===== config.mk =====
export PLATFORM = sky130hd
export DESIGN_NAME = img_pixel_buffer
export DESIGN_NICKNAME = d
export VERILOG_FILES = /design/src/rtl/img_pixel_buffer.sv
export SDC_FILE = /design/constraint.sdc
export NUM_CORES = 1
export LEC_CHECK = 0
export ABC_AREA = 1
export CAP_MARGIN = 10
export CORE_ASPECT_RATIO = 0.5
export CORE_MARGIN = 1
export CORE_UTILIZATION = 25
export CTS_BUF_LIST = sky130_fd_sc_hd__clkbuf_4 sky130_fd_sc_hd__clkbuf_8
export CTS_CLUSTER_SIZE = 40
export DETAILED_ROUTE_END_ITERATION = 10
export MAX_ROUTING_LAYER = met4
export PLACE_DENSITY = 0.38
export SLEW_MARGIN = 5
export SYNTH_ARGS = -nofsm -noshare
export SYNTH_HDL_FRONTEND = slang
export SYNTH_SLANG_ARGS = --single-unit
export TNS_END_PERCENT = 1

===== constraint.sdc =====
create_clock -name clk -period 3.39 [get_ports clk]
set_input_delay 0.8475 -clock clk [delete_from_list [all_inputs] [get_ports clk]]
set_output_delay 0.8475 -clock clk [all_outputs]
set_load 0.005 [all_outputs]

===== src/rtl/img_pixel_buffer.sv =====
// img_pixel_buffer: circular word buffer between the memory reader and the
// convolution PE. Packed 4-pixel words go in, single pixels come out through
// a registered read port, strictly in FIFO order (word, then lane 0..3).
module img_pixel_buffer #(
    parameter int DATA_W       = 8,
    parameter int PIX_PER_WORD = 4,
    parameter int DEPTH        = 16,
    parameter int ADDR_W       = 4
) (
    input  logic                           clk,
    input  logic                           rst,
    input  logic                           clear,
    input  logic                           wr_en,
    input  logic [DATA_W*PIX_PER_WORD-1:0] wr_data,
    output logic                           full,
    input  logic                           rd_en,
    output logic [DATA_W-1:0]              rd_data,
    output logic                           rd_valid,
    output logic                           empty,
    output logic [ADDR_W+2:0]              pix_count,
    output logic                           overflow,
    output logic                           underflow
);

    localparam int               WORD_W    = DATA_W * PIX_PER_WORD;
    localparam logic [ADDR_W:0]  DEPTH_CNT = (ADDR_W+1)'(DEPTH);

    typedef enum logic [1:0] {
        EMPTY  = 2'd0,
        STREAM = 2'd1,
        FULLST = 2'd2
    } state_e;

    logic [WORD_W-1:0] mem_q [DEPTH];

    logic [ADDR_W-1:0] wr_ptr_q,   wr_ptr_d;
    logic [ADDR_W-1:0] rd_ptr_q,   rd_ptr_d;
    logic [1:0]        lane_q,     lane_d;
    logic [ADDR_W:0]   word_cnt_q, word_cnt_d;
    logic [DATA_W-1:0] rd_data_q,  rd_data_d;
    logic              rd_valid_q, rd_valid_d;
    logic              ovf_q,      ovf_d;
    logic              udf_q,      udf_d;
    state_e            state_q,    state_d;

    logic              wr_acc, rd_acc, word_done, mem_we;
    logic [WORD_W-1:0] rd_word;
    logic [DATA_W-1:0] rd_pix;

    // Flags come only from registered state, so wr_en/rd_en never reach them.
    assign empty     = (state_q == EMPTY);
    assign full      = (state_q == FULLST);
    assign pix_count = {word_cnt_q, 2'b00} - {{(ADDR_W+1){1'b0}}, lane_q};
    assign rd_data   = rd_data_q;
    assign rd_valid  = rd_valid_q;
    assign overflow  = ovf_q;
    assign underflow = udf_q;

    assign rd_word = mem_q[rd_ptr_q];
    assign rd_pix  = rd_word[lane_q*DATA_W +: DATA_W];

    // Next-state: accept decisions use pre-edge full/empty, clear wins over all.
    always_comb begin
        wr_acc     = wr_en && !full;
        rd_acc     = rd_en && !empty;
        word_done  = rd_acc && (lane_q == 2'd3);
        mem_we     = 1'b0;
        wr_ptr_d   = wr_ptr_q;
        rd_ptr_d   = rd_ptr_q;
        lane_d     = lane_q;
        word_cnt_d = word_cnt_q;
        rd_data_d  = rd_data_q;
        rd_valid_d = 1'b0;
        ovf_d      = ovf_q;
        udf_d      = udf_q;

        if (clear) begin
            wr_ptr_d   = '0;
            rd_ptr_d   = '0;
            lane_d     = '0;
            word_cnt_d = '0;
            rd_data_d  = '0;
            ovf_d      = 1'b0;
            udf_d      = 1'b0;
        end else begin
            // A read that frees a slot this edge does not rescue a write.
            if (wr_en && full) ovf_d = 1'b1;
            if (rd_en && empty) udf_d = 1'b1;
            if (wr_acc) begin
                mem_we   = 1'b1;
                wr_ptr_d = wr_ptr_q + ADDR_W'(1);
            end
            if (rd_acc) begin
                rd_data_d  = rd_pix;
                rd_valid_d = 1'b1;
                lane_d     = lane_q + 2'd1;
                if (word_done) rd_ptr_d = rd_ptr_q + ADDR_W'(1);
            end
            case ({wr_acc, word_done})
                2'b10:   word_cnt_d = word_cnt_q + (ADDR_W+1)'(1);
                2'b01:   word_cnt_d = word_cnt_q - (ADDR_W+1)'(1);
                default: word_cnt_d = word_cnt_q;
            endcase
        end

        if (word_cnt_d == '0)            state_d = EMPTY;
        else if (word_cnt_d == DEPTH_CNT) state_d = FULLST;
        else                              state_d = STREAM;
    end

    // Control state, read port, sticky flags and read FSM.
    always_ff @(posedge clk or negedge rst) begin
        if (!rst) begin
            wr_ptr_q   <= '0;
            rd_ptr_q   <= '0;
            lane_q     <= '0;
            word_cnt_q <= '0;
            rd_data_q  <= '0;
            rd_valid_q <= 1'b0;
            ovf_q      <= 1'b0;
            udf_q      <= 1'b0;
            state_q    <= EMPTY;
        end else begin
            wr_ptr_q   <= wr_ptr_d;
            rd_ptr_q   <= rd_ptr_d;
            lane_q     <= lane_d;
            word_cnt_q <= word_cnt_d;
            rd_data_q  <= rd_data_d;
            rd_valid_q <= rd_valid_d;
            ovf_q      <= ovf_d;
            udf_q      <= udf_d;
            state_q    <= state_d;
        end
    end

    // Word storage; contents survive reset and clear, only pointers move.
    always_ff @(posedge clk) begin
        if (mem_we) mem_q[wr_ptr_q] <= wr_data;
    end

endmodule


==> out/results.txt <==
Fmax - 310.3 MHz
placed cells - 2986
top-count cell post-synth - edfxtp_1
final worst path period share - 0.9506
Synth Area in Adders - 0.005138
sequential fraction of the synthesis area - 0.7334
CTS buffer count - 88
drt pass-1 iters - 5
post-route ant nets - 0
xor/xnor cell area share of the yosys netlist - 0.001998
RR Startpoint - rd_ptr_q[0]
mux cell area share after synthesis - 0
largest net degree at the start of global routing - 77
core area - 86440 µm²
share of layout cells above drive strength 1 - 0.1198
top post-synthesis cells by area - edfxtp_1 70%, nand2_1 6.6%, nand3_1 4.8%, nor2_1 3.8%, dfrtp_1 3.2%
hold path depth - 2
H-tree levels - 3
Die Span Y - 211.4 µm
WL per Instance - 21.07 µm
Initial Utilization - 0.2536
largest area contributor in the netlist - edfxtp_1
worst-path fanout max - 13
P per Cell Area - 525.9 nW/µm²
CTS max path bufs - 3
CTS tree - built
area of the multi-input gates - 5263 µm²
WS Path Type - reg -> out
filler instances - 8863
Layout area overhead - 18.67%
unrepaired setup endpoints after global routing - no
drc violations - 0
first-pass GRT wire length - 98.52 mm
Synth top area share - 0.7014
routability cong. - 0.7533
slowest stage delay, CP - 0.52 ns
R2R Path End - rd_data[5]
Mapped Area - 21920 µm²
routed vias - 14180
Hold Path Sink - rd_data[3]
FF+latch count, synth - 540
Final min period - 3.223 ns
Post-CTS Setup Repair Bufs - 0
Non-Filler Instances - 3149
Slew HR - 0.4693
Gate Count Post-Synth - 1804
syn_area_per_cell - 12.15 µm²
final wirelength - 66.35 mm
dpl hpwl - 38.64 mm
CTS Root Cell - clkbuf_8
total of warnings raised by yosys - 0
Final Hold Viols - 0
Post-Place Setup Slack - 0.2173 ns
IO Port Bufs - 56
skew final - 0.02480 ns
Total Negative Setup Slacks - 0 ns
worst reg2reg setup slack - 0.72 ns
cell row count - 76
critical path startpoint category - register
Synth Flop Type - edfxtp_1
IR drop worst, VDD - 229.7 µV
vias in the first global route - 14150
Sink Count - 540
number of max-cap violations - 0
drt via density - 4.502
post-synthesis compound-gate area fraction - 0.07175
Clock transition at path regs - 0.06 ns
Hold WC Path Type - reg -> reg
Post-synth EDFFs - 512
initial antenna violation count - 2
Final Util - 0.3009
IO Count - 57
async set-reset flop share out of synthesis - 0.05185
simple-gate share of the synthesized area - 0.1565
Reg2Reg Depth - 10
Worst Path Arrival - 2.38 ns
largest family of logic cells by synthesized area - simple AND/OR/NAND/NOR gates
worst slew pin tran - 0.7936 ns
Seq. cell area - 16090 µm²
hold slack - 0.4816 ns
Leakage Power - 0.008961 µW
Hold Buf Count CTS - 0
Req. time, crit path - 2.54 ns
# setup viols final - 0
Synthesized Nets - 1850
clk_lat worst skew - 0.68 ns
Total GRT Usage - 0.1555
worst hold start - rd_data[3]
Pins Over Slew Limit - 0
width of the chip - 420.7 µm
post-synth cell types - 32
Remaining Overflow, GRT - 0
initial drt markers - 1080
result of the run - completed
crit-path cells - buf_4, o21ai_0, nor3_1, xor2_1, clkdlybuf4s50_1
synth cell count leaders - 512 x edfxtp_1, 386 x nand2_1, 221 x nor2_1
crit path setup slack, layout - 0.1674 ns
CP max-delay cell - clkdlybuf4s50_1
CP endpoint kind - output port
die area - 88940 µm²
nets@finish - 1952
[worst max-delay path by stage]
stage	endpoint	cells past startpoint	slack, ns	from
4_1_cts	pix_count[4]	6	0.05	lane_q[0]
2_1_floorplan	mem_q[6][0]	4	-0.61	clear
3_3_place_gp	mem_q[0][13]	6	0.26	wr_en
5_1_grt	pix_count[5]	5	0.009	lane_q[1]
3_5_place_dp	state_q[1]	13	0.22	rd_en
6_report	pix_count[5]	5	0.17	lane_q[1]
[metrics by stage]
stage | total power [µW] | cell area [µm²]
final | 13680 | 26010
after global routing | 14200 | 26010
after detailed placement | 8093 | 24250
after floorplan | 7726 | 21920
after global placement | 8097 | 24250
after CTS | 13890 | 26000
[power breakdown]
part,switching (µW),internal (µW)
Sequential,26.3,7370
Clock,2680,3060
Combinational,370,173
Total,3080,10600
[routing by layer]
metal	track usage	share of wire	up-vias
li1	-	-	6674
met1	0.2159	0.49	7175
met2	0.2374	0.46	234
met3	0.02540	0.033	93
met4	0.03687	0.017	0
met5	-	0	-
[critical path, delay by kind of cell (launching register included)]
kind,cells,cell delay (ns)
AOI/OAI and AO/OA,1,0.19
DFF,1,0.34
and+or+nand+nor,1,0.19
buffers and inverters,2,0.80
xor gates and xnor gates,1,0.18
[final cells by class]
type / instances / area share
sequential: 540 / 0.6185
inverter: 33 / 0.005147
clock inverter: 33 / 0.006831
multi-input combinational: 1121 / 0.2023
timing repair buffer: 122 / 0.05027
tap: 1170 / 0.05628
antenna: 1 / 0.00009621
clock buffer: 129 / 0.06056
[sequential cells by signal, indices dropped and copies added (netlist names)]
register	cells
mem_q	512
rd_data	8
word_cnt_q	5
rd_ptr_q	4
wr_ptr_q	4
lane_q	2
state_q	2
overflow	1
rd_valid	1
underflow	1
[logic make-up after synthesis]
logic type / after synthesis
AO/OA/AOI/OAI: 272
buffers and inverters: 143
flip-flops: 540
AND/OR/NAND/NOR: 835
XOR/XNOR: 5
adder cells (fa/ha/maj): 9
[repair_timing]
action | in CTS | in global routing
endpoints found under the setup margin | 1 | 1
pin swaps | 0 | 0
gates resized for setup | 2 | 1
[layout by cell type, fill, tap and decap left out, types with 14 or more instances in the layout]
cell             netlist  routed
nand3_1              212     212
o211ai_1              49      49
o21ai_1               20      20
dfrtp_1               28      25
a21oi_1               34      34
buf_4                  8      46
nand2_1              386     386
clkdlybuf4s50_1        0      54
clkbuf_4               0      32
o221ai_1              14      14
inv_1                 29      28
edfxtp_1             512     512
clkinv_1               2      19
o21ai_0              139     139
nor2_1               221     212
clkbuf_8               0      97
buf_12                 0      20
No activity file was read; power rests on OpenSTA's default activity.
